--- src/rtl/axi4_burst_manager.sv ---
// Single-outstanding AXI4 burst manager: one command becomes an AW/W/B or
// AR/R exchange on the manager port and ends in exactly one completion.
module axi4_burst_manager #(
    parameter int ADDR_W = 32,
    parameter int DATA_W = 64,
    parameter int ID_W   = 4
) (
    input  logic                ACLK,
    input  logic                ARESETn,

    input  logic                cmd_valid,
    output logic                cmd_ready,
    input  logic                cmd_write,
    input  logic [ID_W-1:0]     cmd_id,
    input  logic [ADDR_W-1:0]   cmd_addr,
    input  logic [7:0]          cmd_len,
    input  logic [1:0]          cmd_burst,

    input  logic                wd_valid,
    output logic                wd_ready,
    input  logic [DATA_W-1:0]   wd_data,
    input  logic [DATA_W/8-1:0] wd_strb,

    output logic                rd_valid,
    input  logic                rd_ready,
    output logic [DATA_W-1:0]   rd_data,
    output logic                rd_last,

    output logic                done_valid,
    input  logic                done_ready,
    output logic [1:0]          done_resp,
    output logic                done_write,

    output logic [ID_W-1:0]     AWID,
    output logic [ADDR_W-1:0]   AWADDR,
    output logic [7:0]          AWLEN,
    output logic [2:0]          AWSIZE,
    output logic [1:0]          AWBURST,
    output logic                AWVALID,
    input  logic                AWREADY,

    output logic [DATA_W-1:0]   WDATA,
    output logic [DATA_W/8-1:0] WSTRB,
    output logic                WLAST,
    output logic                WVALID,
    input  logic                WREADY,

    input  logic [ID_W-1:0]     BID,
    input  logic [1:0]          BRESP,
    input  logic                BVALID,
    output logic                BREADY,

    output logic [ID_W-1:0]     ARID,
    output logic [ADDR_W-1:0]   ARADDR,
    output logic [7:0]          ARLEN,
    output logic [2:0]          ARSIZE,
    output logic [1:0]          ARBURST,
    output logic                ARVALID,
    input  logic                ARREADY,

    input  logic [ID_W-1:0]     RID,
    input  logic [DATA_W-1:0]   RDATA,
    input  logic [1:0]          RRESP,
    input  logic                RLAST,
    input  logic                RVALID,
    output logic                RREADY
);
    localparam int LSB = $clog2(DATA_W/8);

    typedef enum logic [2:0] {
        ST_IDLE, ST_AW, ST_W, ST_B, ST_AR, ST_R, ST_DONE
    } state_t;

    state_t            state, state_nxt;
    logic [ID_W-1:0]   id_q;
    logic [ADDR_W-1:0] addr_q;
    logic [7:0]        len_q;
    logic [1:0]        burst_q;
    logic              write_q;
    logic [8:0]        beat_cnt;
    logic [1:0]        worst_q, worst_nxt;
    logic              err_q;
    logic              last_beat;
    logic [31:0]       incr_end;
    logic              pre_fail;
    logic              cmd_hs, aw_hs, w_hs, b_hs, ar_hs, r_hs, done_hs;

    assign cmd_hs  = cmd_valid && cmd_ready;
    assign aw_hs   = AWVALID && AWREADY;
    assign w_hs    = WVALID && WREADY;
    assign b_hs    = BVALID && BREADY;
    assign ar_hs   = ARVALID && ARREADY;
    assign r_hs    = RVALID && RREADY;
    assign done_hs = done_valid && done_ready;

    assign last_beat = (beat_cnt == {1'b0, len_q});
    assign worst_nxt = (RRESP > worst_q) ? RRESP : worst_q;

    // Illegal commands are rejected before any AXI traffic is generated.
    always_comb begin
        incr_end = 32'(cmd_addr[11:0]) + ((32'(cmd_len) + 32'd1) << LSB);
        pre_fail = 1'b0;
        if (cmd_burst == 2'b11)
            pre_fail = 1'b1;
        if ((cmd_addr & ADDR_W'(DATA_W/8 - 1)) != '0)
            pre_fail = 1'b1;
        if (cmd_burst == 2'b01 && incr_end > 32'd4096)
            pre_fail = 1'b1;
        if (cmd_burst == 2'b10 && !(cmd_len inside {8'd1, 8'd3, 8'd7, 8'd15}))
            pre_fail = 1'b1;
    end

    always_ff @(posedge ACLK) begin
        if (!ARESETn)
            state <= ST_IDLE;
        else
            state <= state_nxt;
    end

    always_comb begin
        state_nxt = state;
        case (state)
            ST_IDLE: if (cmd_hs) state_nxt = pre_fail ? ST_DONE : (cmd_write ? ST_AW : ST_AR);
            ST_AW:   if (aw_hs) state_nxt = ST_W;
            ST_W:    if (w_hs && last_beat) state_nxt = ST_B;
            ST_B:    if (b_hs) state_nxt = ST_DONE;
            ST_AR:   if (ar_hs) state_nxt = ST_R;
            ST_R:    if (r_hs && RLAST) state_nxt = ST_DONE;
            ST_DONE: if (done_hs) state_nxt = ST_IDLE;
            default: state_nxt = ST_IDLE;
        endcase
    end

    always_comb begin
        cmd_ready  = 1'b0;
        AWVALID    = 1'b0;
        WVALID     = 1'b0;
        wd_ready   = 1'b0;
        BREADY     = 1'b0;
        ARVALID    = 1'b0;
        RREADY     = 1'b0;
        rd_valid   = 1'b0;
        done_valid = 1'b0;
        case (state)
            ST_IDLE: cmd_ready = 1'b1;
            ST_AW:   AWVALID = 1'b1;
            ST_W: begin
                WVALID   = wd_valid;
                wd_ready = WREADY;
            end
            ST_B:    BREADY = 1'b1;
            ST_AR:   ARVALID = 1'b1;
            ST_R: begin
                rd_valid = RVALID;
                RREADY   = rd_ready;
            end
            ST_DONE: done_valid = 1'b1;
            default: ;
        endcase
    end

    assign AWID    = id_q;
    assign AWADDR  = addr_q;
    assign AWLEN   = len_q;
    assign AWSIZE  = 3'(LSB);
    assign AWBURST = burst_q;
    assign ARID    = id_q;
    assign ARADDR  = addr_q;
    assign ARLEN   = len_q;
    assign ARSIZE  = 3'(LSB);
    assign ARBURST = burst_q;

    assign WDATA      = wd_data;
    assign WSTRB      = wd_strb;
    assign WLAST      = (state == ST_W) && last_beat;
    assign rd_data    = RDATA;
    assign rd_last    = RLAST;
    assign done_write = write_q;

    always_ff @(posedge ACLK) begin
        if (!ARESETn) begin
            id_q      <= '0;
            addr_q    <= '0;
            len_q     <= '0;
            burst_q   <= '0;
            write_q   <= 1'b0;
            beat_cnt  <= '0;
            worst_q   <= '0;
            err_q     <= 1'b0;
            done_resp <= 2'b00;
        end else begin
            case (state)
                ST_IDLE: if (cmd_hs) begin
                    id_q      <= cmd_id;
                    addr_q    <= cmd_addr;
                    len_q     <= cmd_len;
                    burst_q   <= cmd_burst;
                    write_q   <= cmd_write;
                    beat_cnt  <= '0;
                    worst_q   <= '0;
                    err_q     <= 1'b0;
                    done_resp <= pre_fail ? 2'b10 : 2'b00;
                end
                ST_W: if (w_hs) beat_cnt <= beat_cnt + 9'd1;
                ST_B: if (b_hs) done_resp <= (BID != id_q) ? 2'b10 : BRESP;
                ST_R: if (r_hs) begin
                    beat_cnt <= beat_cnt + 9'd1;
                    worst_q  <= worst_nxt;
                    // Overrun past len is an error, but beats are drained until RLAST.
                    if (RID != id_q || (last_beat && !RLAST))
                        err_q <= 1'b1;
                    if (RLAST)
                        done_resp <= (!last_beat || err_q || RID != id_q) ? 2'b10 : worst_nxt;
                end
                default: ;
            endcase
        end
    end
endmodule

--- config.mk ---
export PLATFORM = sky130hd
export DESIGN_NAME = axi4_burst_manager
export DESIGN_NICKNAME = d
export VERILOG_FILES = /design/src/rtl/axi4_burst_manager.sv
export SDC_FILE = /design/constraint.sdc
export NUM_CORES = 1
export LEC_CHECK = 0
export CORE_AREA = 2 2 177 179
export DETAILED_ROUTE_END_ITERATION = 8
export DIE_AREA = 0 0 179 181
export PLACE_DENSITY = 0.5
export SLEW_MARGIN = 20
export SYNTH_ARGS = -nofsm -noshare
export SYNTH_HDL_FRONTEND = slang
export SYNTH_SLANG_ARGS = --single-unit
--- constraint.sdc ---
create_clock -name ACLK -period 3.3 [get_ports ACLK]
set_input_delay 0.495 -clock ACLK [delete_from_list [all_inputs] [get_ports ACLK]]
set_output_delay 0.495 -clock ACLK [all_outputs]
set_load 0.005 [all_outputs]
==> flow_metrics.env <==
export IMPL_status="complete, no violations"
export IMPL_portBuffers=176
export IMPL_hold_class="reg -> reg"
export IMPL_cts_tree="yes"
export IMPL_grt_use_total=0.1022
export IMPL_syn_avg_cell_area_um2=7.656
export IMPL_ys_types=61
export IMPL_routabilityCongestion=0.7700
export IMPL_grt_overflow=0
export IMPL_layout_nets=884
export IMPL_yosysMostFrequentCell="buf_4"
export IMPL_drc=0
export IMPL_synth_common_cells="buf_4, nand2_1, dfxtp_1"
export IMPL_cts_root_buffer="clkbuf_16"
export IMPL_critPathCaptureType="register"
export IMPL_grt_pass1_wl_mm=24.51
export IMPL_max_cap_violations=0
export IMPL_wire_per_inst_um=15.80
export IMPL_min_period_over_period=0.9200
export IMPL_synthTopCellsByArea="buf_4, dfxtp_1, nand2_1"
export IMPL_synth_ff_type="dfxtp_1"
export IMPL_clk_latency_ps=330
export IMPL_yosysWarnings=0
export IMPL_wl_mm=16.78
export IMPL_clockBufferDepth=2
export IMPL_yosys_area_top_type="buf_4"
export IMPL_crit_buf_inv=1
export IMPL_final_max_slew_viol_count=0
export IMPL_cts_sinks=64
export IMPL_die_w_um=179
export IMPL_cts_buffers=9
export IMPL_relSlewSlack=0.5436
export IMPL_cp_top_family="compound AO/OA/AOI/OAI gates"
export IMPL_dr_pass1_iters=4
export IMPL_yosys_register_bits=64
export IMPL_startpoint_type="input pin"
export IMPL_die_y_um=181
export IMPL_final_hold_viol_count=0
export IMPL_synthesis_area_um2=5030
export IMPL_syn2layout_area_growth_pct=24.80
export IMPL_die_area_um2=32400
export IMPL_first_iter_violations=125
export IMPL_crit_path_top_delay_cell="clkdlybuf4s50_1"
export IMPL_postCtsSetupBuffers=0
export IMPL_antennaDiodeCount=0
export IMPL_grt_start_max_net_pins=35
export IMPL_syn_inst=657
export IMPL_tightest_slew_ps=683.7
export IMPL_grt_pass1_vias=4116
export IMPL_cp_arrival_ps=3240
export IMPL_ys_async_sr_fraction=0
export IMPL_peakVddDrop_mv=0.1672
export IMPL_antenna_found_initial=1
export IMPL_fill_cells=3380
export IMPL_synth_edff_count=0
export IMPL_dp_cells=1046
export IMPL_yosysSeqAreaShare=0.2547
export IMPL_cts_resized=0
export IMPL_finalNonFillerCells=1062
export IMPL_coreArea_um2=30350
export IMPL_crit_top_cell="ha_1"
export IMPL_crit_chain="clkdlybuf4s50_1 -> ha_1 -> nand3_1 -> nor2_1 -> xor2_1 -> ha_1 -> nor2b_1 -> o21ba_1 -> o41a_1 -> a211o_1 -> o21bai_2 -> a41oi_1"
export IMPL_dp_hpwl_mm=13.59
export IMPL_viasPerCell=3.945
export IMPL_rsz0062_at_grt="no"
export IMPL_fin_worst_skew_ps=9.847
export IMPL_clock_fmax_mhz=329.4
export IMPL_min_period_ps=3036
export IMPL_p_leak_uw=0.002266
export IMPL_core_rowCount=64
export IMPL_initial_core_util=0.1657
export IMPL_cts_htree_levels=3
export IMPL_cp_required_ps=3510
export IMPL_path_max_fanout=3
export IMPL_drtAntennaViolNets=0
export IMPL_pin_count=455
export IMPL_synth_top_area_frac=0.2836
export IMPL_critPathKind="in -> reg"
export IMPL_drive_above_1_share=0.08108
export IMPL_slowest_delay_ps=480
export IMPL_finalSetupViolCount=0
export IMPL_clk_pin_slew_ps=60
export IMPL_vias=4190
export IMPL_fin_hold_ws_ps=454.0
export IMPL_powerDensity_nw_per_um2=601.3
export IMPL_cts_hold_buffers=0
## where the power goes
group          switching (uW)  internal (uW)
logic                     795            887
clock network             351            604
registers                 212            925
## stage by stage
step | utilization | cell area, um2 | power, uW | setup slack [ps] | setup TNS (ps)
after floorplan | - | 5045 | 2217 | 510.7 | 0
after global placement | 0.1970 | 5978 | 2868 | -68.59 | -83.69
after detailed placement | 0.1970 | 5978 | 2878 | -108.3 | -223.6
after CTS | 0.2068 | 6277 | 3879 | 246.1 | 0
after global routing | 0.2068 | 6277 | 4094 | 79.59 | 0
final | 0.2068 | 6277 | 3775 | 264.0 | 0
## path summary, 6_finish.rpt
kind                                 from                       to  slack (ps)  cells after the start
setup / recovery               cmd_len[0]    state[2]$_SDFFE_PN0P_         260                     12
hold / removal    done_write$_SDFFE_PN0P_  done_write$_SDFFE_PN0P_         450                      2
setup reg to reg    state[1]$_SDFFE_PN0P_    state[0]$_SDFFE_PN0P_        1000                      6
hold reg to reg   done_write$_SDFFE_PN0P_  done_write$_SDFFE_PN0P_         450                      2
## logic make-up after synthesis
logic type / Yosys count / share of synthesized area
buf+inv: 231 / 0.3194
simple gates: 195 / 0.1781
compound gates: 118 / 0.1503
flops: 64 / 0.2547
xor+xnor: 28 / 0.04876
fa+ha+maj: 16 / 0.04129
mux: 3 / 0.005970
other cells: 2 / 0.001493
## layout make-up
class	count	area (um2)	share of cell area
inverter	17	63.81	0.01017
clock buffer	11	242.7	0.03867
clock inverter	5	56.30	0.008970
timing repair buffer	203	1977	0.3149
sequential	64	1281	0.2041
multi-input combinational	366	2161	0.3442
tap	396	495.5	0.07893
## placed cells by master (no fill, tap or decap), types with 5 or more instances in the layout
cell | netlist | layout
a21oi_1 | 60 | 60
nand2_1 | 115 | 114
nand3_1 | 7 | 7
nor3b_1 | 5 | 5
buf_4 | 190 | 26
clkdlybuf4s50_1 | 0 | 176
clkbuf_16 | 0 | 9
nor3_1 | 6 | 6
inv_1 | 16 | 16
nand2b_1 | 6 | 6
dfxtp_1 | 64 | 64
nand4_1 | 5 | 5
and2_1 | 6 | 5
ha_1 | 15 | 15
conb_1 | 2 | 6
xnor2_1 | 14 | 14
xor2_1 | 14 | 14
o21ai_0 | 17 | 17
nor2_1 | 23 | 23
## layer usage
layer	routed length (um)	track usage	share of wire	vias to the layer above
met5	0	0	0	-
met4	791	0.06537	0.047	0
met3	1467	0.02673	0.087	96
met2	8418	0.1797	0.50	201
met1	6097	0.1066	0.36	1898
li1	-	-	-	1995
## registers in the layout (all words and copies together), names as in the netlist
| register | count |
|---|---|
| ARID | 4 |
| ARLEN | 8 |
| worst_q | 2 |
| done_write | 1 |
| err_q | 1 |
| state | 3 |
| ARADDR | 32 |
| beat_cnt | 9 |
| done_resp | 2 |
| ARBURST | 2 |
## tightest hold or removal path: cells and delay by family (launching register included)
family	cells	cell delay [ps]
DFF	1	310
and+or+nand+nor	1	50
AOI/OAI and AO/OA	1	50
No activity file was read; power rests on OpenSTA's default activity.
